**config.mk**
```make
export PLATFORM = sky130hd
export DESIGN_NAME = updown_mod_counter
export DESIGN_NICKNAME = d
export VERILOG_FILES = /design/src/rtl/updown_mod_counter.sv
export SDC_FILE = /design/constraint.sdc
export NUM_CORES = 1
export LEC_CHECK = 0
export CORE_MARGIN = 3
export CORE_UTILIZATION = 35
export DETAILED_ROUTE_END_ITERATION = 8
export MAX_ROUTING_LAYER = met4
export PLACE_DENSITY = 0.57
export SLEW_MARGIN = 40
export SYNTH_ARGS = -nofsm -noshare
export SYNTH_HDL_FRONTEND = slang
export SYNTH_SLANG_ARGS = --single-unit
```
**constraint.sdc**
```tcl
create_clock -name clk -period 6.1 [get_ports clk]
set_input_delay 0.915 -clock clk [delete_from_list [all_inputs] [get_ports clk]]
set_output_delay 0.915 -clock clk [all_outputs]
set_load 0.01 [all_outputs]
```
**src/rtl/updown_mod_counter.sv**
```systemverilog
// Up/down modulo counter with runtime limit, load, carry/borrow and registered wrap pulse.
// Optional BCD outputs of the count are enabled by defining COUNTER_BCD_OUT_EN.
module updown_mod_counter #(
    parameter int WIDTH   = 6,
    parameter int MIN_CNT = 0,
    parameter int MAX_CNT = 59,
    parameter int RST_VAL = 0
) (
    input  logic             clk,
    input  logic             rst,
    input  logic             en,
    input  logic             up_dn,
    input  logic             load,
    input  logic [WIDTH-1:0] load_val,
    input  logic [WIDTH-1:0] lim,
    output logic [WIDTH-1:0] cnt,
    output logic             carry_out,
    output logic             borrow_out,
    output logic             wrapped
`ifdef COUNTER_BCD_OUT_EN
    ,
    output logic [3:0]       bcd_tens,
    output logic [3:0]       bcd_ones
`endif
);

    localparam logic [WIDTH-1:0] MIN_W = WIDTH'(MIN_CNT);
    localparam logic [WIDTH-1:0] MAX_W = WIDTH'(MAX_CNT);
    localparam logic [WIDTH-1:0] RST_W = WIDTH'(RST_VAL);

    generate
        if (RST_VAL < MIN_CNT || RST_VAL > MAX_CNT) begin : g_bad_rst_val
            $error("updown_mod_counter: RST_VAL outside MIN_CNT..MAX_CNT");
        end
    endgenerate

    function automatic logic [WIDTH-1:0] clamp(input logic [WIDTH-1:0] v,
                                               input logic [WIDTH-1:0] lo,
                                               input logic [WIDTH-1:0] hi);
        if (v < lo)
            return lo;
        else if (v > hi)
            return hi;
        else
            return v;
    endfunction

    logic             lim_ok;
    logic [WIDTH-1:0] eff_max;
    logic [WIDTH-1:0] cnt_nxt;
    logic             at_min;

    // A zero floor makes the lower-bound test trivially true, so it is dropped.
    generate
        if (MIN_CNT == 0) begin : g_lim_chk_zero
            assign lim_ok = !(lim > MAX_W);
        end else begin : g_lim_chk
            assign lim_ok = !(lim < MIN_W) && !(lim > MAX_W);
        end
    endgenerate

    assign eff_max = lim_ok ? lim : MAX_W;
    assign at_min  = !(cnt > MIN_W);

    always_comb begin
        cnt_nxt    = cnt;
        carry_out  = 1'b0;
        borrow_out = 1'b0;
        if (load) begin
            cnt_nxt = clamp(load_val, MIN_W, eff_max);
        end else if (en) begin
            if (up_dn) begin
                if (cnt >= eff_max) begin
                    cnt_nxt   = MIN_W;
                    carry_out = 1'b1;
                end else begin
                    cnt_nxt = cnt + WIDTH'(1);
                end
            end else if (at_min) begin
                cnt_nxt    = eff_max;
                borrow_out = 1'b1;
            end else if (cnt > eff_max) begin
                // Limit was lowered under us: pull back into range without a borrow.
                cnt_nxt = eff_max;
            end else begin
                cnt_nxt = cnt - WIDTH'(1);
            end
        end
    end

    always_ff @(posedge clk or posedge rst) begin
        if (rst) begin
            cnt     <= RST_W;
            wrapped <= 1'b0;
        end else begin
            cnt     <= cnt_nxt;
            wrapped <= carry_out | borrow_out;
        end
    end

`ifdef COUNTER_BCD_OUT_EN
    generate
        if (MAX_CNT > 99) begin : g_bad_bcd_range
            $error("updown_mod_counter: BCD outputs need MAX_CNT <= 99");
        end
    endgenerate

    function automatic logic [7:0] to_bcd(input logic [WIDTH-1:0] v);
        int vi;
        vi = int'(v);
        return {4'(vi / 10), 4'(vi % 10)};
    endfunction

    logic [7:0] bcd_nxt;
    logic [7:0] bcd_rst;

    assign bcd_nxt = to_bcd(cnt_nxt);
    assign bcd_rst = to_bcd(RST_W);

    // Converted from the next-state value so the digits land with cnt.
    always_ff @(posedge clk or posedge rst) begin
        if (rst) begin
            bcd_tens <= bcd_rst[7:4];
            bcd_ones <= bcd_rst[3:0];
        end else begin
            bcd_tens <= bcd_nxt[7:4];
            bcd_ones <= bcd_nxt[3:0];
        end
    end
`endif

endmodule

```
==> flow_summary.ini <==
[routing]
viasPerCell = 5.31
dr.pass1.iters = 4
drc_errors = 0
via_count = 1035
drt-total-wl_um = 2780
drt_iter0_drc = 31
wl_per_cell_um = 14.3
postRouteAntennaNets = 0

[clock_network]
cts_root_buf = clkbuf_4
cts_buffers = 3
clock_sink_count = 7
clk_pin_slew_worst_paths_ns = 0.05
clock_path_buffers = 2
cts_resized = 0
cts_tree = yes
post_cts_buffers = 0
postCtsHoldBufs = 0
clk_latency_ns = 0.25
htreeDepth = 1

[run_status]
outcome = completed

[global_route]
grt_pass1_vias = 1030
antenna_found_initial = 0
grt_max_degree = 12
grt_use_total_pct = 15.4
grt_overflow_total = 0
grt_pass1_wl_um = 4820

[synth]
yosysWarnings = 0
synth_top_area_share_pct = 15.8
async_flop_share_pct = 100
synth-simple-area-share_pct = 23.3
synth_commonest_cells = ha_1 (13), inv_1 (10), nor2_1 (9)
synth_edf_count = 0
ys_top_cells_by_area = dfrtp_1 (16%), ha_1 (15%), mux2i_1 (6.3%)
synth_area_per_cell_sq_um = 8.46
synth_most_common_cell = ha_1
synth_mux_area_share_pct = 11.7
synth_top_cell_by_area = dfrtp_1
synth-adder-area-share_pct = 14.7
ys.flop_type = dfrtp_1
yosysSeqAreaShare_pct = 15.8
synth-seq-cells = 7
synth_top_family_by_area = simple AND/OR/NAND/NOR gates
synth_nets = 161
synth_cell_types = 41
synth_compound_area_share_pct = 20.1
synth_area_sq_um = 1110
yosys.area_share.xor_xnor_pct = 4.74
synthCells = 131

[placement]
gp_congestion = 0.866
place.port_buffers = 25
hpwl_um = 2280
dpl_worst_slack_ns = 1.73

[die]
die_x_um = 62.3
die-area_sq_um = 3880
rows = 19
core_area_sq_um = 2880
dieHeight_um = 62.3
initial_core_util_pct = 38.5
boundaryPins = 26

[sta]
clock_skew_ns = 0.00143
timing.fmax_ghz = 0.230
rsz0062_at_grt = no
setup_tns_ns = 0
setup_slack_ns = 1.75
slew_violations = 0
timing.final.crit_period_ns = 4.35
finalHoldViolCount = 0
setup-violations-final = 0
period_share_pct = 71.3
slew_headroom_pct = 68.9
tightestPinTransition_ns = 0.465

[pwr]
finalPower_uw = 291
pwr_density_cell_nw_per_um2 = 213
leakagePower_uw = 0.000606
ir_worst_vdd_uv = 139

[setup_path]
crit_chain = clkdlybuf4s50_1 -> nand4_1 -> nor2b_1 -> ha_1 -> a21oi_1 -> o21a_1 -> nor3b_1 -> clkdlybuf4s50_1
critPathKind = input port to primary output
start_kind = input port
path_max_fanout = 9
crit_path_top_delay_cell = clkdlybuf4s50_1
worstRegToRegCells = 7
cpPeakStageDelay_ns = 0.67
crit_top_cell = clkdlybuf4s50_1
cp.required_ns = 5.18
arrival_ns = 3.43
worstSetupEndpointType = primary output

[layout]
nNetsFinal = 184
drive_gt1_share_pct = 9.80
fillers = 302
syn_to_final_growth_pct = 23.4
diodes = 0

[worst_hold_path]
holdPathStages = 2
min_path_type = flop to flop

[flow_run]
maxCapViolCount = 0
==> final timing paths <==
| check | start | end | slack [ns] |
|---|---|---|---|
| worst max-delay path | lim[4] | carry_out | 1.75 |
| worst min-delay path | cnt[5]$_DFFE_PP0P_ | cnt[5]$_DFFE_PP0P_ | 0.69 |
| worst max register to register | cnt[3]$_DFFE_PP0P_ | cnt[2]$_DFFE_PP0P_ | 3.75 |
| worst min register to register | cnt[5]$_DFFE_PP0P_ | cnt[5]$_DFFE_PP0P_ | 0.69 |
| max in group asynchronous | rst | cnt[1]$_DFFE_PP0P_ | 4.99 |
| min in group asynchronous | rst | cnt[3]$_DFFE_PP0P_ | 0.90 |
==> final cells by class <==
type	count	area, sq um	area share, %
Multi-Input combinational cell	107	826	60.4
Sequential cell	7	175	12.8
Timing Repair Buffer	25	250	18.3
Tap cell	42	52.6	3.84
Inverter	10	37.5	2.74
Clock buffer	4	26.3	1.92
==> flip-flops by register name, summed over array words and instances (netlist names) <==
| name | count |
|---|---|
| cnt | 6 |
| wrapped | 1 |
==> through the flow <==
step / instance area [sq um] / hold WS [ns] / cells / utilization, %
after floorplan: 1110 / 0.665 / 131 / -
after global placement: 1340 / 0.690 / 191 / 46.6
after detailed placement: 1340 / 0.682 / 191 / 46.6
after CTS: 1370 / 0.689 / 195 / 47.5
after global routing: 1370 / 0.735 / 195 / 47.5
final: 1370 / 0.693 / 195 / 47.5
==> cells by family after synthesis <==
logic type / count (synthesis)
simple gates: 48
compound gates: 28
buf+inv: 17
fa+ha+maj: 13
mux: 12
flops: 7
xor+xnor: 6
==> critical path, delay by kind of cell <==
kind,cells,cell delay (ns)
adder cells (fa/ha/maj),1,0.32
AO/OA/AOI/OAI,2,0.32
buffers and inverters,2,1.26
AND/OR/NAND/NOR,3,0.62
==> cells in the final DEF (no fill, tap or decap), types with 3 or more instances in the layout <==
cell type / n
clkdlybuf4s50_1: 25
ha_1: 13
inv_1: 10
nor2_1: 9
nand2_1: 7
mux2i_1: 7
dfrtp_1: 7
a21oi_1: 6
nand3_1: 5
nand2b_1: 4
xnor2_1: 4
nor3_1: 4
nor2b_1: 4
mux2_2: 4
a21o_1: 3
o21a_1: 3
o211ai_1: 3
clkbuf_4: 3
==> layer usage <==
metal | up-vias | GRT usage [%] | routed length, um
met4 | 0 | 3.31 | 38
met2 | 34 | 24.6 | 1260
met1 | 479 | 20.4 | 1340
met5 | - | - | 0
li1 | 518 | - | -
met3 | 4 | 2.70 | 138
==> power by group <==
| part | switching (uW) | total [uW] | internal (uW) | leakage, uW |
|---|---|---|---|---|
| Sequential | 21.8 | 77.3 | 55.5 | 0.0000857 |
| Clock | 16.5 | 41.4 | 24.9 | 0.0000150 |
| Combinational | 83.5 | 172 | 88.6 | 0.000505 |
| Total | 122 | 291 | 169 | 0.000606 |
No activity file was read; power rests on OpenSTA's default activity.
